$ cat src/rtl/dmi_arbiter.sv
// dmi_arbiter: shares one debug-module DMI port among NUM_MASTERS masters, one transaction in flight.
// dmi_req = {addr[6:0], op[1:0], data[31:0]}, dmi_resp = {data[31:0], resp[1:0]}; DMI_ARB_TIMEOUT_EN adds a response timeout.
module dmi_arbiter #(
  parameter int NUM_MASTERS    = 2,
  parameter int ROUND_ROBIN    = 1,
  parameter int TIMEOUT_CYCLES = 1024
) (
  input  logic                                clk,
  input  logic                                rst_ni,
  input  logic [NUM_MASTERS*41-1:0]           m_dmi_req_i,
  input  logic [NUM_MASTERS-1:0]              m_dmi_req_valid_i,
  output logic [NUM_MASTERS-1:0]              m_dmi_req_ready_o,
  input  logic [NUM_MASTERS-1:0]              m_dmi_clear_i,
  output logic [33:0]                         m_dmi_resp_o,
  output logic [NUM_MASTERS-1:0]              m_dmi_resp_valid_o,
  input  logic [NUM_MASTERS-1:0]              m_dmi_resp_ready_i,
  output logic [40:0]                         dm_dmi_req_o,
  output logic                                dm_dmi_req_valid_o,
  input  logic                                dm_dmi_req_ready_i,
  input  logic [33:0]                         dm_dmi_resp_i,
  input  logic                                dm_dmi_resp_valid_i,
  output logic                                dm_dmi_resp_ready_o,
  output logic                                busy_o,
  output logic [$clog2(NUM_MASTERS)-1:0]      owner_o
);

  localparam int REQ_W = 41;
  localparam int RSP_W = 34;
  localparam int IW    = $clog2(NUM_MASTERS);

  if (NUM_MASTERS < 2 || NUM_MASTERS > 8 || TIMEOUT_CYCLES < 2 || TIMEOUT_CYCLES > 65535) begin : g_bad_cfg
    $error("dmi_arbiter: parameter out of range");
  end

  // IDLE arbitrate | ISSUE drive DM request | WAIT_RESP await DM response | DELIVER hand response to owner
  typedef enum logic [1:0] {IDLE, ISSUE, WAIT_RESP, DELIVER} state_e;

  state_e            state_q, state_d;
  logic [IW-1:0]     owner_q, owner_d;
  logic [IW-1:0]     last_grant_q, last_grant_d;
  logic [REQ_W-1:0]  req_q, req_d;
  logic [RSP_W-1:0]  resp_q, resp_d;
  logic              discard_q, discard_d;
  logic              stale;

`ifdef DMI_ARB_TIMEOUT_EN
  logic              stale_q, stale_d;
  logic [15:0]       tmo_q, tmo_d;
  assign stale = stale_q;
`else
  assign stale = 1'b0;
`endif

  logic [NUM_MASTERS-1:0] elig;
  logic [IW-1:0]          win;
  logic                   win_found;
  logic                   clr_owner;
  logic                   disc;

  assign elig      = m_dmi_req_valid_i & ~m_dmi_clear_i;
  assign clr_owner = m_dmi_clear_i[owner_q];
  assign disc      = discard_q | clr_owner;

  always_comb begin
    int            idx;
    logic [IW-1:0] idx_w;
    idx       = 0;
    idx_w     = '0;
    win       = '0;
    win_found = 1'b0;
    for (int i = 0; i < NUM_MASTERS; i++) begin
      if (ROUND_ROBIN != 0) begin
        idx = int'(last_grant_q) + 1 + i;
        if (idx >= NUM_MASTERS) idx = idx - NUM_MASTERS;
      end else begin
        idx = i;
      end
      idx_w = IW'(idx);
      if (!win_found && elig[idx_w]) begin
        win       = idx_w;
        win_found = 1'b1;
      end
    end
  end

  always_comb begin
    state_d             = state_q;
    owner_d             = owner_q;
    last_grant_d        = last_grant_q;
    req_d               = req_q;
    resp_d              = resp_q;
    discard_d           = discard_q;
    m_dmi_req_ready_o   = '0;
    m_dmi_resp_valid_o  = '0;
    dm_dmi_req_valid_o  = 1'b0;
    dm_dmi_resp_ready_o = 1'b0;
`ifdef DMI_ARB_TIMEOUT_EN
    stale_d             = stale_q;
    tmo_d               = '0;
`endif

    // A response abandoned by a timeout is absorbed whenever it finally shows up.
    if (stale) begin
      dm_dmi_resp_ready_o = 1'b1;
`ifdef DMI_ARB_TIMEOUT_EN
      if (dm_dmi_resp_valid_i) stale_d = 1'b0;
`endif
    end

    case (state_q)
      IDLE: begin
        if (win_found && !stale && rst_ni) begin
          m_dmi_req_ready_o[win] = 1'b1;
          req_d                  = m_dmi_req_i[win*REQ_W +: REQ_W];
          owner_d                = win;
          last_grant_d           = win;
          discard_d              = 1'b0;
          state_d                = ISSUE;
        end
      end
      ISSUE: begin
        dm_dmi_req_valid_o = 1'b1;
        if (clr_owner) discard_d = 1'b1;
        if (dm_dmi_req_ready_i) state_d = WAIT_RESP;
      end
      WAIT_RESP: begin
        dm_dmi_resp_ready_o = 1'b1;
        if (clr_owner) discard_d = 1'b1;
        if (dm_dmi_resp_valid_i) begin
          discard_d = 1'b0;
          if (disc) begin
            state_d = IDLE;
          end else begin
            resp_d  = dm_dmi_resp_i;
            state_d = DELIVER;
          end
        end
`ifdef DMI_ARB_TIMEOUT_EN
        else if (tmo_q == 16'(TIMEOUT_CYCLES - 1)) begin
          stale_d   = 1'b1;
          discard_d = 1'b0;
          if (disc) begin
            state_d = IDLE;
          end else begin
            resp_d  = {32'h0, 2'h2};
            state_d = DELIVER;
          end
        end else begin
          tmo_d = tmo_q + 16'd1;
        end
`endif
      end
      DELIVER: begin
        m_dmi_resp_valid_o[owner_q] = 1'b1;
        if (clr_owner || m_dmi_resp_ready_i[owner_q]) state_d = IDLE;
      end
      default: state_d = IDLE;
    endcase
  end

  always_ff @(posedge clk or negedge rst_ni) begin
    if (!rst_ni) begin
      state_q      <= IDLE;
      owner_q      <= '0;
      last_grant_q <= IW'(NUM_MASTERS - 1);
      req_q        <= '0;
      resp_q       <= '0;
      discard_q    <= 1'b0;
    end else begin
      state_q      <= state_d;
      owner_q      <= owner_d;
      last_grant_q <= last_grant_d;
      req_q        <= req_d;
      resp_q       <= resp_d;
      discard_q    <= discard_d;
    end
  end

`ifdef DMI_ARB_TIMEOUT_EN
  always_ff @(posedge clk or negedge rst_ni) begin
    if (!rst_ni) begin
      stale_q <= 1'b0;
      tmo_q   <= '0;
    end else begin
      stale_q <= stale_d;
      tmo_q   <= tmo_d;
    end
  end
`endif

  assign m_dmi_resp_o = resp_q;
  assign dm_dmi_req_o = req_q;
  assign owner_o      = owner_q;
  assign busy_o       = (state_q != IDLE) | stale;

endmodule
$ cat config.mk
export PLATFORM = sky130hd
export DESIGN_NAME = dmi_arbiter
export DESIGN_NICKNAME = d
export VERILOG_FILES = /design/src/rtl/dmi_arbiter.sv
export SDC_FILE = /design/constraint.sdc
export NUM_CORES = 1
export LEC_CHECK = 0
export ABC_AREA = 1
export BUFFER_PORTS_ARGS = -buffer_cell sky130_fd_sc_hd__buf_2
export CAP_MARGIN = 20
export CORE_AREA = 4 4 131 133
export DETAILED_ROUTE_END_ITERATION = 6
export DIE_AREA = 0 0 135 137
export PLACE_DENSITY = 0.53
export REMOVE_ABC_BUFFERS = 1
export SYNTH_ARGS = -nofsm -noshare
export SYNTH_HDL_FRONTEND = slang
export SYNTH_SLANG_ARGS = --single-unit
$ cat constraint.sdc
create_clock -name clk -period 1.8 [get_ports clk]
set_input_delay 0.09 -clock clk [delete_from_list [all_inputs] [get_ports clk]]
set_output_delay 0.09 -clock clk [all_outputs]
set_load 0.05 [all_outputs]
==> Yosys cells after proc, flatten, opt, wreduce, memory -nomap -nowiden <==
Cells that the tools add are included.
{ "word_totals": {"elab_cells": 77, "ff_bits": 80, "output_inout_bits": 83} }
{ "op_classes": {"n_mux": 33, "n_lt_le_gt_ge": 8, "n_shift": 1, "n_bitwise": 4, "n_eq_ne": 7, "multipliers": 1, "reduce_logical": 13, "add_sub_neg": 4} }
{ "ops": {"columns": ["cell", "n"], "rows": [
  ["variable part select 82 x 8 -> 41 bit", 1],
  ["2-to-1 mux 1 bit", 21],
  ["2-to-1 mux 2 bit", 8],
  ["less-than comparator 1 x 2 -> 1 bit, second input constant", 4],
  ["!= test 2 bit, second input constant", 4],
  ["case mux 2 bit (4 select lines)", 1],
  ["multiplier 1 x 6 -> 7 bit, second input constant", 1],
  ["== test 2 bit, second input constant", 2],
  ["logical AND 1 bit", 4],
  ["AND reduction 2 bit", 2],
  ["AND reduction 4 bit", 1],
  ["adder 2 x 1 -> 3 bit, second input constant", 1],
  ["greater-or-equal comparator 3 x 2 -> 1 bit, second input constant", 1],
  ["case mux 1 bit (3 select lines)", 1],
  ["AND reduction 3 bit", 1],
  ["nonzero test 3 bit", 1],
  ["adder 1 x 1 -> 2 bit, second input constant", 1],
  ["AND 2 bit", 1],
  ["demux 1 bit (select 1 bit)", 2],
  ["== test 2 x 1 -> 1 bit, second input constant", 1],
  ["greater-or-equal comparator 1 bit, second input constant", 2],
  ["greater-or-equal comparator 2 bit, second input constant", 1],
  ["zero test 2 bit", 1],
  ["inverter 2 bit", 1],
  ["6 further kinds", 7]
]} }

==> Longest topological paths before layout <==
Gate-level depths: netlist of run 1.
{ "depth": {"depth_word": 15, "depth_mapped": 10, "ltp_nobuf": 10} }

==> Worst setup path after synthesis of run 1 <==
Ideal clock, no wire load.
{ "synth_timing": {"path_kind": "reg-to-reg", "startpoint": "register state_q[1]", "endpoint": "register owner_q (netlist: owner_o)", "n_path_buf": 1, "setup_slack_ns": -0.226, "t_arrival_ns": 1.849, "period_less_slack_ns": 2.026, "setup_time_ns": 0.177, "stages_incl_launch_ff": 7, "path_cell_list": "dfrtp_1 -> inv_1 -> ha_1 -> nand3_2 -> buf_4 -> a21oi_1 -> a21oi_1"} }
{ "synth_between": {"elab_chain_len": 2} }
{ "synth_rtl": {"columns": ["item", "line", "rtl"], "rows": [
  ["from (decl)", "38", "state_e state_q, state_d;"],
  ["from (signal assigned)", "170", "state_q <= state_d;"],
  ["zero test 2 bit", "110", "case (state_q)"],
  ["AND reduction 2 bit (no source line)", null, null],
  ["to (signal assigned)", "171", "owner_q <= owner_d;"],
  ["to (decl)", "39", "logic [IW-1:0] owner_q, owner_d;"]
]} }
Every way passes these cells.
A chain may end at the register's enable or synchronous reset.

==> Final worst setup path of run 1 <==
{ "layout_timing": {"startpoint": "register last_grant_q", "endpoint": "output port m_dmi_req_ready_o[1]"} }
{ "layout_between": {"elab_chain_len": 15, "elab_cells_between_ends": 26} }
{ "layout_rtl": {"columns": ["item", "line", "rtl"], "rows": [
  ["from (decl)", "40", "logic [IW-1:0] last_grant_q, last_grant_d;"],
  ["from (signal assigned)", "165", "last_grant_q <= IW'(NUM_MASTERS - 1);"],
  ["from (signal assigned)", "172", "last_grant_q <= last_grant_d;"],
  ["adder 1 x 1 -> 2 bit (*)", "73", "idx = int'(last_grant_q) + 1 + i;"],
  ["branches (longest 12 deep; another with adder 2 x 1 -> 3 bit)", null, null],
  ["2-to-1 mux 2 bit (*)", "112", "if (win_found && !stale && rst_ni) begin"],
  ["2-to-1 mux 2 bit (*)", "110", null],
  ["to (decl)", "12", "output logic [NUM_MASTERS-1:0] m_dmi_req_ready_o,"]
]} }
Every way passes the cells marked *. The select of a mux whose other input is x is not followed.

==> summary.txt, run 1 <==
Run status
  – Status: finished clean

Yosys
  – Post-synth top cells: nand2_1, dfrtp_1, inv_1
  – Ys async rst share: 100%
  – Largest cells by area after synthesis: dfrtp_1, nand2_1, inv_1
  – Sequential fraction of the synthesis area: 50.5%
  – Post-synth EDFFs: 0
  – Dominant synthesized flop cell: dfrtp_1
  – Leading area contributor after synthesis: dfrtp_1
  – Synth cell types: 22
  – Gate count of the mapped netlist: 522
  – Yosys reg bits: 80
  – Most frequent cell after synthesis: nand2_1
  – Ys Warns: 0
  – Average size of a mapped cell: 7.59 um2
  – Synth top area share: 49.9%
  – Netlist Area Pre-Place: 3960 um2

Timing
  – Slew HR: 72.9%
  – Period Utilization, post-route: 94.1%
  – Fmax: 0.590 GHz
  – Tmin final: 1.69 ns
  – Setup violators final: 0
  – Final setup margin: 0.106 ns
  – Fin. max-slew vios: 0
  – Clock skew: 0.00754 ns
  – Worst-Margin Slew: 0.407 ns
  – Final Hold Vio Count: 0

Floorplanning
  – IO Count: 209
  – Core area: 15800 um2
  – Die area: 18500 um2
  – Starting Density: 25.0%
  – FP Rows: 46
  – Chip height: 137 um
  – Die width: 135 um

Finish
  – Area delta synth->final: 49.0%
  – Final cell area excluding filler cells: 5910 um2
  – Antenna cells: 0
  – Share of cells above drive strength 1: 32.4%
  – Multi-input logic area: 1580 um2
  – Fillers: 1643
  – Fin nets: 889
  – Register area: 2000 um2

Setup path
  – Startpoint types: flip-flop
  – CP Capture Type: output port
  – Worst Path Buf+Inv: 2
  – Crit-path leading delay family: flip-flops
  – Worst Path Required: 1.71 ns
  – Crit Path Max Fanout: 14
  – Critical Path AT: 1.60 ns
  – Slowest CP cell: dfstp_2
  – WS Path Type: reg2out
  – CP max stage delay: 0.55 ns
  – Cell chain of the critical path: nand3_4 > nand2_4 > buf_8 > nor2_1 > buf_4

Pwr
  – LEAKAGE: 3.48 nW
  – Max rail drop VDD: 0.000745 V
  – NetSw: 0.00571 W
  – Sw Share: 53.1%
  – Gate power share: 54.7%
  – Internal power: 0.00504 W
  – Pwr Density: 1820 nW/um2
  – Overall power: 0.0108 W
  – Clock power share: 16.0%
  – Sequential share of power: 29.2%

Clocking
  – H-tree depth: 3
  – Clk buf depth: 2
  – Worst-Skew Late Latency: 0.33 ns
  – Clk sink count: 80
  – Post-CTS Setup Inserts: 0
  – Clk root buf: clkbuf_16
  – CTS tree: yes
  – Clk slew on worst S/H paths: 0.06 ns
  – Num CTS Buffers: 9

Placement
  – Place WS: 0.195 ns
  – GP Congestion: 0.744
  – Placement Cell Area: 5230 um2
  – DP HPWL: 8840 um
  – Port buffer count: 208

Route
  – Post-DRT Antenna Nets: 0
  – Wire per inst: 12.4 um
  – Vias after detailed routing: 3914
  – Drt first pass iters: 6
  – DR iter-0 viols: 155
  – DRT Wirelength: 12200 um
  – Remaining DRCs: 0
  – Via/cell ratio: 4.00

Global route
  – Vias in the first global route: 3877
  – Global-route wire length before repair: 19100 um
  – GR Util All Layers: 13.0%
  – GRT Residual Overflow: 0
  – Initial antenna violation count: 0
  – Largest net degree at the start of global routing: 75

Min path
  – Class of the worst hold path: in2reg

Job
  – Max Cap Violations: 0
==> worst register-to-register path: stages, from the launching register on <==
cell and delay, ns:
dfrtp_1 0.44, inv_1 0.14, ha_1 0.26, nand4_4 0.17, nor2_8 0.20, inv_4 0.18, nand2_1 0.12, nand2_1 0.05
==> power by group through the flow <==
stage	combinational [W]	clock, W	sequential, W
after floorplan	0.00140	0	0.00599
after global placement	0.00584	0	0.00313
after detailed placement	0.00585	0	0.00315
after CTS	0.00592	0.00180	0.00315
after global routing	0.00632	0.00186	0.00326
final	0.00588	0.00173	0.00314
==> final timing paths <==
kind | endpoint | cells past startpoint | start | slack, ns
setup / recovery | m_dmi_req_ready_o[1] | 5 | last_grant_q$_DFFE_PN1P_ | 0.11
hold / removal | m_dmi_resp_o[6]$_DFFE_PN0P_ | 3 | dm_dmi_resp_i[6] | 0.01
setup reg to reg | m_dmi_resp_o[14]$_DFFE_PN0P_ | 7 | state_q[0]$_DFFE_PN0P_ | 0.13
hold reg to reg | m_dmi_resp_o[30]$_DFFE_PN0P_ | 2 | m_dmi_resp_o[30]$_DFFE_PN0P_ | 0.47
max in group asynchronous | dm_dmi_req_o[34]$_DFFE_PN0P_ | 3 | rst_ni | 0.95
min in group asynchronous | dm_dmi_req_o[3]$_DFFE_PN0P_ | 2 | rst_ni | 0.21
==> cell usage in the layout, fill, tap and decap left out <==
cell type      netlist  final
buf_2               10    205
ha_1                 5      4
nand2_2              2      1
o211ai_1             1      1
dfstp_2              1      1
clkinv_2             0      3
nor2_8               1      1
buf_12               0      5
clkinvlp_4           0      1
clkbuf_16            0      9
a21oi_2              0      1
nand3_4              0      2
buf_8                0      1
inv_2                3      3
clkbuf_8             0      2
nand3_1             42     42
buf_6                6      2
o21ai_0             11     11
nand2_1            251    251
nand2_4              0      1
o21ai_1             34     34
ha_4                 0      1
inv_1               56     56
clkinv_4             0      1
inv_4                1      1
buf_4                8      5
nor2_1               3      3
dlygate4sd3_1        0     34
a21oi_1              2      1
dfrtp_1             79     79
nand4_4              1      1
==> final cells by class <==
| class | instances | share of cell area, % |
|---|---|---|
| multi-input combinational | 355 | 26.7 |
| tap | 216 | 4.58 |
| timing repair buffer | 252 | 26.1 |
| clock buffer | 11 | 4.28 |
| inverter | 60 | 3.86 |
| sequential | 80 | 33.9 |
| clock inverter | 5 | 0.530 |
==> state kept, by name (all words and copies together), names as in the netlist <==
register,count
dm_dmi_req_o,41
m_dmi_resp_o,34
state_q,2
discard_q,1
last_grant_q,1
owner_o,1
==> metrics by stage <==
| stage | util, % | hold slack, ns | instances | TNS, ns |
|---|---|---|---|---|
| final | 37.3 | 0.0132 | 979 | 0 |
| after global routing | 37.3 | 0.0374 | 979 | -0.0197 |
| after CTS | 37.1 | 0.00349 | 979 | 0 |
| after global placement | 33.1 | -0.0500 | 929 | 0 |
| after detailed placement | 33.1 | -0.0456 | 929 | 0 |
| after floorplan | - | -0.206 | 495 | -17.99 |
==> kinds of logic (layout without fill, tap and decap cells) <==
kind of cell	after synthesis	in the layout	share of synthesized area, %
buf+inv	87	328	10.5
compound gates	48	48	6.12
simple gates	302	302	31.2
fa+ha+maj	5	5	1.58
flops	80	80	50.5
==> timing repair <==
item | in CTS | in global routing
resized for setup | 6 | 5
endpoints found under the setup margin | 2 | 2
hold buffers | 34 | 0
endpoints found under the hold margin | 113 | 0
==> metal layers <==
metal | global-route usage, % | part of all wire [%]
met5 | 0 | 0
met4 | 3.47 | 1.1
met3 | 3.90 | 7.9
met2 | 22.0 | 45
met1 | 16.1 | 46
(Power assumes the default switching activity.)
==> run 2: changes to the inputs <==
--- a/config.mk
+++ b/config.mk
@@ -8,10 +8,10 @@
 export ABC_AREA = 1
 export BUFFER_PORTS_ARGS = -buffer_cell sky130_fd_sc_hd__buf_2
 export CAP_MARGIN = 20
-export CORE_AREA = 4 4 131 133
+export CORE_AREA = 4 4 120 122
 export DETAILED_ROUTE_END_ITERATION = 6
-export DIE_AREA = 0 0 135 137
-export PLACE_DENSITY = 0.53
+export DIE_AREA = 0 0 124 126
+export PLACE_DENSITY = 0.61
 export REMOVE_ABC_BUFFERS = 1
 export SYNTH_ARGS = -nofsm -noshare
 export SYNTH_HDL_FRONTEND = slang
==> summary.txt, run 2 (same netlist as run 1, synthesis figures left out) <==
Timing
  – Worst-Margin Slew: 0.427 ns
  – Setup TNS: 0 ns
  – RSZ-0062 raised after global routing: false
  – Fin. max-slew vios: 0
  – Clock skew: 0.00890 ns
  – Tmin final: 1.69 ns
  – Fmax: 0.590 GHz
  – Slew HR: 71.5%
  – Setup violators final: 0
  – Period Utilization, post-route: 94.2%
  – Final Hold Vio Count: 0
  – Worst hold margin: 0.0144 ns

Route
  – Post-DRT Antenna Nets: 0
  – DR iter-0 viols: 139
  – Wire per inst: 12.2 um
  – Remaining DRCs: 0
  – DRT Wirelength: 11500 um
  – Via/cell ratio: 4.22
  – Vias after detailed routing: 3975
  – Drt first pass iters: 4

Setup path
  – CP max stage delay: 0.43 ns
  – Critical R2R Capture: m_dmi_resp_o[30]$_DFFE_PN0P_
  – Reg2reg start: state_q[0]$_DFFE_PN0P_
  – CP Capture Type: output port
  – Cell chain of the critical path: inv_2 > ha_4 > nand3_4 > buf_12 > nor2_2 > buf_6
  – Crit Path Max Fanout: 51
  – WS Path Type: reg2out
  – Slowest CP cell: dfrtp_1
  – FF-to-FF setup slack: 0.16 ns
  – Critical Path AT: 1.60 ns
  – Crit-path leading delay family: buffers and inverters
  – Worst Path Buf+Inv: 3
  – Startpoint types: flip-flop
  – Worst Path Required: 1.71 ns
  – Reg2Reg Depth: 7

Pwr
  – Overall power: 0.0110 W
  – Pwr Density: 1880 nW/um2
  – LEAKAGE: 3.49 nW
  – Max rail drop VDD: 0.000652 V

Clocking
  – Clk buf depth: 2
  – Num CTS Buffers: 9
  – Clk slew on worst S/H paths: 0.06 ns
  – Worst-Skew Late Latency: 0.33 ns
  – H-tree depth: 3
  – CTS tree: yes
  – Clk root buf: clkbuf_16
  – Clk sink count: 80

Finish
  – Share of cells above drive strength 1: 32.8%
  – Final core occ: 44.5%
  – Most frequent cells in the layout: nand2_1, buf_2, dfrtp_1, inv_1, nand3_1
  – Max FFs per register: 41
  – Fin nets: 891
  – Antenna cells: 0
  – Area delta synth->final: 48.2%
  – Most common cell after layout, fill and taps aside: nand2_1

Floorplanning
  – Die width: 124 um
  – IO Count: 209
  – Starting Density: 30.1%
  – FP Rows: 42
  – Die area: 15600 um2
  – Chip height: 126 um
  – Core area: 13200 um2

Placement
  – DP HPWL: 8260 um
  – GP Congestion: 0.814
  – Port buffer count: 208

Global route
  – Largest net degree at the start of global routing: 81
  – Vias in the first global route: 3855
  – GRT Residual Overflow: 0
  – Initial antenna violation count: 0
  – Global-route wire length before repair: 18200 um
  – GR Util All Layers: 14.5%

Min path
  – Hold EP: m_dmi_resp_o[5]$_DFFE_PN0P_
  – Class of the worst hold path: in2reg
  – Hold Path Origin: dm_dmi_resp_i[5]
  – WHS Path Cells: 3

Job
  – Max Cap Violations: 0

Run status
  – Status: finished clean
[run 2: cell count changes in the layout (fill, tap and decap cells not counted), moves of 2 or more]
cell       before  now
buf_12          5    3
buf_4           5   10
bufinv_16       0    2
clkinv_2        3    1
inv_6           0    2
[run 2: final cells by class]
| type | count | area (um2) |
|---|---|---|
| clock buffer | 10 | 239 |
| clock inverter | 6 | 90.1 |
| multi-input combinational | 355 | 1570 |
| inverter | 60 | 228 |
| timing repair buffer | 254 | 1520 |
| sequential | 80 | 2000 |
| tap | 176 | 220 |
| fill | 1354 | 7320 |
[run 2: where the power goes]
part	total (W)	leakage (nW)	internal, W	switching [W]
Clock	0.00199	0.159	0.00126	0.000732
Sequential	0.00312	1.00	0.00266	0.000459
Combinational	0.00591	2.32	0.00139	0.00453
[run 2: worst max path at each step]
stage / from / end / slack, ns / cells after the start
2_1_floorplan: state_q[1]$_DFFE_PN0P_ / owner_o$_DFFE_PN0P_ / -1.18 / 5
3_3_place_gp: state_q[0]$_DFFE_PN0P_ / m_dmi_resp_o[21]$_DFFE_PN0P_ / 0.25 / 7
3_5_place_dp: state_q[0]$_DFFE_PN0P_ / m_dmi_resp_o[11]$_DFFE_PN0P_ / 0.19 / 7
4_1_cts: last_grant_q$_DFFE_PN1P_ / m_dmi_req_ready_o[0] / 0.01 / 4
5_1_grt: state_q[0]$_DFFE_PN0P_ / m_dmi_resp_o[30]$_DFFE_PN0P_ / 0.002 / 7
6_report: state_q[1]$_DFFE_PN0P_ / m_dmi_req_ready_o[1] / 0.11 / 6
[run 2: worst register-to-register path, cell delays in order, from the launching register on]
cell     delay, ns
dfrtp_1       0.37
inv_1         0.12
ha_1          0.27
nand4_4       0.17
nor2_8        0.24
inv_4         0.20
nand2_1       0.12
nand2_1       0.05
[run 2: repair_timing]
item / in CTS / in global routing
endpoints found under the setup margin: 2 / 18
resized for setup: 5 / 5
buffers inserted: 0 / 1
endpoints found under the hold margin: 112 / 0
hold buffers: 34 / 0
[run 2: per-stage QoR]
step	instance area [um2]	setup slack, ns	instances
floorplan	3770	-1.18	495
global placement	5160	0.253	890
detailed placement	5160	0.193	890
CTS	5850	0.0102	940
global route	5870	0.00235	941
finish	5870	0.105	941
[run 2: per-layer routing]
layer | routed length, um | part of all wire, % | track usage, % | vias to the layer above
met2 | 5360 | 47 | 24.1 | 164
li1 | - | - | - | 2070
met3 | 1130 | 9.8 | 3.86 | 13
met4 | 158 | 1.4 | 5.22 | 0
met5 | 0 | 0 | 0 | -
met1 | 4860 | 42 | 18.1 | 1728
